--- config.mk ---
export PLATFORM = sky130hd
export DESIGN_NAME = shift_deser
export DESIGN_NICKNAME = d
export VERILOG_FILES = /design/src/rtl/shift_pkg.sv /design/src/rtl/shift_deser.sv
export SDC_FILE = /design/constraint.sdc
export NUM_CORES = 1
export LEC_CHECK = 0
export BUFFER_PORTS_ARGS = -buffer_cell sky130_fd_sc_hd__buf_2
export CELL_PAD_IN_SITES_DETAIL_PLACEMENT = 0
export CELL_PAD_IN_SITES_GLOBAL_PLACEMENT = 1
export CORE_MARGIN = 10
export CORE_UTILIZATION = 44
export CTS_BUF_LIST = sky130_fd_sc_hd__clkbuf_4
export DETAILED_ROUTE_END_ITERATION = 6
export PLACE_DENSITY = 0.78
export SYNTH_ARGS = -nofsm -noshare
export SYNTH_HDL_FRONTEND = slang
export SYNTH_SLANG_ARGS = --single-unit
export TNS_END_PERCENT = 20
--- constraint.sdc ---
create_clock -name clk -period 1.7 [get_ports clk]
set_input_delay 0.085 -clock clk [delete_from_list [all_inputs] [get_ports clk]]
set_output_delay 0.085 -clock clk [all_outputs]
set_load 0.01 [all_outputs]
--- src/rtl/shift_pkg.sv ---
// Shared definitions for the LSB-first synchronous shift link.
// Used by the receiver (shift_deser) and by the matching transmitter.
package shift_pkg;

  // Encodings of the receiver's two states.
  localparam logic ST_IDLE  = 1'b0;
  localparam logic ST_SHIFT = 1'b1;

  // Default word width of the link, shared with the transmitter.
  localparam int unsigned SHIFT_WIDTH = 8;

  typedef enum logic {
    StIdle  = ST_IDLE,
    StShift = ST_SHIFT
  } state_e;

endpackage

--- src/rtl/shift_deser.sv ---
// shift_deser: serial-in, parallel-out receiver for the LSB-first shift link.
// Collects WIDTH bits strobed by ser_valid into a word. The first bit is marked by start.
// Each completed word is presented on a one-entry valid/ready output buffer.
// A word that completes while the buffer is held full is dropped and flagged in overrun.
//
// Ports:
//   clk        system clock, posedge
//   rst        asynchronous active-high reset
//   ser_in     serial data bit, LSB first
//   ser_valid  ser_in holds a valid bit this cycle
//   start      frame marker (bit 0 of a word), only meaningful with ser_valid
//   out_ready  consumer accepts data_out this cycle
//   clr_ovr    clears the sticky overrun flag
//   data_out   received word
//   out_valid  data_out holds an unconsumed word
//   overrun    sticky: a completed word was dropped
//   busy       a frame is in progress
module shift_deser
  import shift_pkg::*;
#(
  parameter int unsigned WIDTH = SHIFT_WIDTH
) (
  input  logic             clk,
  input  logic             rst,
  input  logic             ser_in,
  input  logic             ser_valid,
  input  logic             start,
  input  logic             out_ready,
  input  logic             clr_ovr,
  output logic [WIDTH-1:0] data_out,
  output logic             out_valid,
  output logic             overrun,
  output logic             busy
);

  localparam int unsigned CntW = $clog2(WIDTH);
  localparam logic [CntW-1:0] LastBit = CntW'(WIDTH - 1);

  // Only the upper WIDTH-1 bits of the shifter are kept. The bit that would land in
  // position 0 is always shifted out before the word completes.
  state_e           state_q, state_d;
  logic [WIDTH-2:0] shreg_q, shreg_d;
  logic [CntW-1:0]  bit_cnt_q, bit_cnt_d;
  logic [WIDTH-1:0] data_q, data_d;
  logic             valid_q, valid_d;
  logic             ovr_q, ovr_d;

  logic [WIDTH-1:0] word;
  logic             complete;

  // Full word as it would stand after shifting in the current bit.
  assign word = {ser_in, shreg_q};

  always_comb begin
    state_d   = state_q;
    shreg_d   = shreg_q;
    bit_cnt_d = bit_cnt_q;
    complete  = 1'b0;

    if (ser_valid) begin
      if (start) begin
        // Fresh frame or resync: the partial word is discarded.
        state_d   = StShift;
        shreg_d   = (WIDTH-1)'({ser_in, {(WIDTH - 1){1'b0}}} >> 1);
        bit_cnt_d = CntW'(1);
      end else if (state_q == StShift) begin
        shreg_d = (WIDTH-1)'(word >> 1);
        if (bit_cnt_q == LastBit) begin
          complete  = 1'b1;
          state_d   = StIdle;
          bit_cnt_d = '0;
        end else begin
          bit_cnt_d = bit_cnt_q + CntW'(1);
        end
      end
    end
  end

  // One-entry output buffer. A drain and a fill on the same edge keep it full.
  always_comb begin
    data_d  = data_q;
    valid_d = valid_q;
    ovr_d   = ovr_q;

    if (valid_q && out_ready) begin
      valid_d = 1'b0;
    end

    if (clr_ovr) begin
      ovr_d = 1'b0;
    end

    if (complete) begin
      if (!valid_q || out_ready) begin
        data_d  = word;
        valid_d = 1'b1;
      end else begin
        // A drop overrides a simultaneous clear.
        ovr_d = 1'b1;
      end
    end
  end

  always_ff @(posedge clk or posedge rst) begin
    if (rst) begin
      state_q   <= StIdle;
      shreg_q   <= '0;
      bit_cnt_q <= '0;
      data_q    <= '0;
      valid_q   <= 1'b0;
      ovr_q     <= 1'b0;
    end else begin
      state_q   <= state_d;
      shreg_q   <= shreg_d;
      bit_cnt_q <= bit_cnt_d;
      data_q    <= data_d;
      valid_q   <= valid_d;
      ovr_q     <= ovr_d;
    end
  end

  assign data_out  = data_q;
  assign out_valid = valid_q;
  assign overrun   = ovr_q;
  assign busy      = (state_q == StShift);

endmodule
==> metrics.cfg <==
[global_routing]
grt-ovfl-total = 0
grt_pass1_wl_um = 2684
grt_usage_pct = 8.172
grt_max_degree = 22
antenna_found_initial = 0
grt_pass1_vias = 586

[hold_path]
min_from = ser_in
hold_path_class = input pin to flop
holdPathEnd = shreg_q[6]
min_path_cells = 2

[flow_run]
maxCapViolCount = 0

[yosys]
ys_seq_elements = 21
yosys.area.top_type = dfrtp_1
syn_nets = 74
synth_top_area_share_pct = 59.49
synthCells = 65
avgSynthCellArea_um2 = 13.59
yosysWarnings = 0
yosysUniqueCellTypes = 17
ys_top_cells_by_area = dfrtp_1 59%, mux2_2 11%, a22o_2 7.9%, ha_1 2.8%, buf_6 2.5%
yosysSeqAreaShare_pct = 59.49
syn_area_um2 = 883.3

[sta]
tightest_slew_ps = 357.8
maxSlewHeadroom_pct = 76.15
finalClockSkew_ps = 2.637
fin_crit_sh_pct = 85.57
slew_violations = 0
finalSetupViolCount = 0
hold_viol_final = 0
fmax_mhz = 687.4
timing.final.ws_setup_ps = 245.3
rsz0062_at_grt = false
layout_min_cycle_time_ps = 1455
setup_tns_ps = 0

[power_and_ir_drop]
power_frac_clock_pct = 23.6
swShare_pct = 26.05
powerDensity_nw_per_um2 = 937.0
power.sequential.fraction_pct = 59.2
power_frac_comb_pct = 17.2
p_int_uw = 722.2
p_switching_uw = 254.4
peakVddDrop_mv = 0.6142
p_leak_uw = 0.0005499

[die]
fp.dieH_um = 64.81
rows = 16
core_um2 = 1942
pin_count = 18
die-area_um2 = 4200
start_util_pct = 45.49
die_w_um = 64.81

[final_layout]
post_route_cells_drive_above_1_share_pct = 46.59
fin_cells = 115
nNetsFinal = 98
area_delta_synth_final_pct = 17.99
n_fill_cell = 184
diodes = 0

[critical_path]
rrSetupSlack_ps = 250
crit_path_start = bit_cnt_q[0]
cpPeakStageDelay_ps = 420
reg2regPathDepth = 4
cp.arrival_ps = 1650
slowest_stage = dfrtp_1
setup.worst_path.end_class = flop
setup.worst_path.start_class = flop
r2r_start = bit_cnt_q[0]
worstReg2RegEnd = data_out[3]
crit_chain = ha_1 > ha_1 > nand3_4 > mux2_2
path_common_cell = ha_1
cp_max_fo = 8
criticalPathCategory = flop to flop
worstPathRequired_ps = 1890

[routing]
drt_iter0_drc = 12
ant_nets = 0
vias = 546
drc_errors = 0
post_drt_wl_per_cell_um = 13.21
via_per_inst = 4.748
routed_wl_um = 1519
dr.pass1.iters = 4

[placement]
preCtsSetupSlack_ps = 249.9
dp.cells = 109
place_congestion = 0.6839
hpwlAfterDp_um = 1108
port_buffers = 17

[clocking]
cts_num_sinks = 21
numCtsBuffers = 3
clockBufferDepth = 2
clk_latency_ps = 290
h-tree-depth = 1
ctsResizeCount = 0
path_clk_slew_ps = 110
cts_tree = built
root_buffer = clkbuf_4

[run_status]
status = finished, final reports clean

cells in the final DEF (no fill, tap or decap):
cell,count
inv_1,4
dfrtp_1,21
nand2_1,6
o21a_1,2
nor3b_1,1
o21ai_1,1
buf_2,17
buf_4,3
clkinv_2,1
mux2_2,9
nand2b_1,1
o21ai_0,1
and3b_1,1
a22o_2,7
nand3_4,1
ha_1,2
clkbuf_4,3
nand3_1,2
dlygate4sd3_1,2
o22ai_1,3
metrics by stage:
step | utilization, % | hold WS, ps | cell area [um2] | power, uW
finish | 53.67 | 28.87 | 1042 | 976.6
global route | 53.67 | 6.612 | 1042 | 1051
CTS | 53.67 | 18.40 | 1042 | 991.2
detailed placement | 51.22 | 127.9 | 994.7 | 755.5
global placement | 51.22 | 123.2 | 994.7 | 756.6
floorplan | - | 61.53 | 883.3 | 702.8
synthesized netlist by cell type:
cell type,count
nand2_1,6
and3b_1,1
inv_1,4
a22o_2,7
buf_4,1
nand3_4,1
o21a_1,2
buf_6,2
o22ai_1,3
nand3_1,2
o21ai_0,1
mux2_2,9
dfrtp_1,21
nor3b_1,1
ha_1,2
nand2b_1,1
o21ai_1,1
critical path: cells and delay by family, from the launching register on:
kind	cells	cell delay, ps
fa+ha+maj	2	450
simple gates	1	140
flops	1	420
mux	1	350
power groups by stage:
stage | sequential [uW] | clock, uW | combinational [uW]
final | 578 | 231 | 168
after detailed placement | 587 | 0 | 169
after floorplan | 593 | 0 | 109
after global placement | 588 | 0 | 169
after global routing | 586 | 272 | 193
after CTS | 578 | 241 | 172
worst max-delay path by stage:
stage,cells past startpoint,to,slack (ps)
floorplan,5,data_out[0],280
global placement,4,data_out[6],270
detailed placement,4,data_out[3],250
CTS,4,data_out[3],230
global route,4,data_out[5],150
finish,4,data_out[3],250
final cells by class:
class / instances / area (um2) / share of cell area, %
flip-flops and latches: 21 / 525.5 / 50.42
clock inverters: 1 / 5.005 / 0.4802
inverters: 4 / 15.01 / 1.441
multi-input cells: 37 / 312.8 / 30.01
clock buffers: 3 / 22.52 / 2.161
well taps: 27 / 33.78 / 3.241
repair buffers: 22 / 127.6 / 12.24
metal layers:
| metal | vias to the layer above | part of all wire, % | GRT usage, % |
|---|---|---|---|
| met2 | 15 | 43 | 11.95 |
| met3 | 2 | 8.7 | 3.952 |
| met1 | 251 | 47 | 9.485 |
| met5 | - | 0 | 0 |
| li1 | 278 | - | - |
| met4 | 0 | 1.1 | 4.813 |
timing repair:
| item | in CTS | in global routing |
|---|---|---|
| hold buffers | 2 | 0 |
| endpoints found under the setup margin | 0 | 0 |
| hold endpoints to repair | 22 | 0 |
| buffers inserted | 0 | 0 |
registers in the layout, indices dropped and copies added, names as in the netlist:
register and flops:
data_out 8, shreg_q 7, overrun 1, bit_cnt_q 3, busy 1, out_valid 1
cell families after synthesis:
kind of cell	after synthesis	share of synthesized area, %
AO/OA/AOI/OAI	14	12.89
adder cells (fa/ha/maj)	2	2.832
buffers and inverters	7	5.099
flip-flops	21	59.49
multiplexers	9	11.47
AND/OR/NAND/NOR	12	8.216
Note: power is estimated with default switching activity, not from simulation.
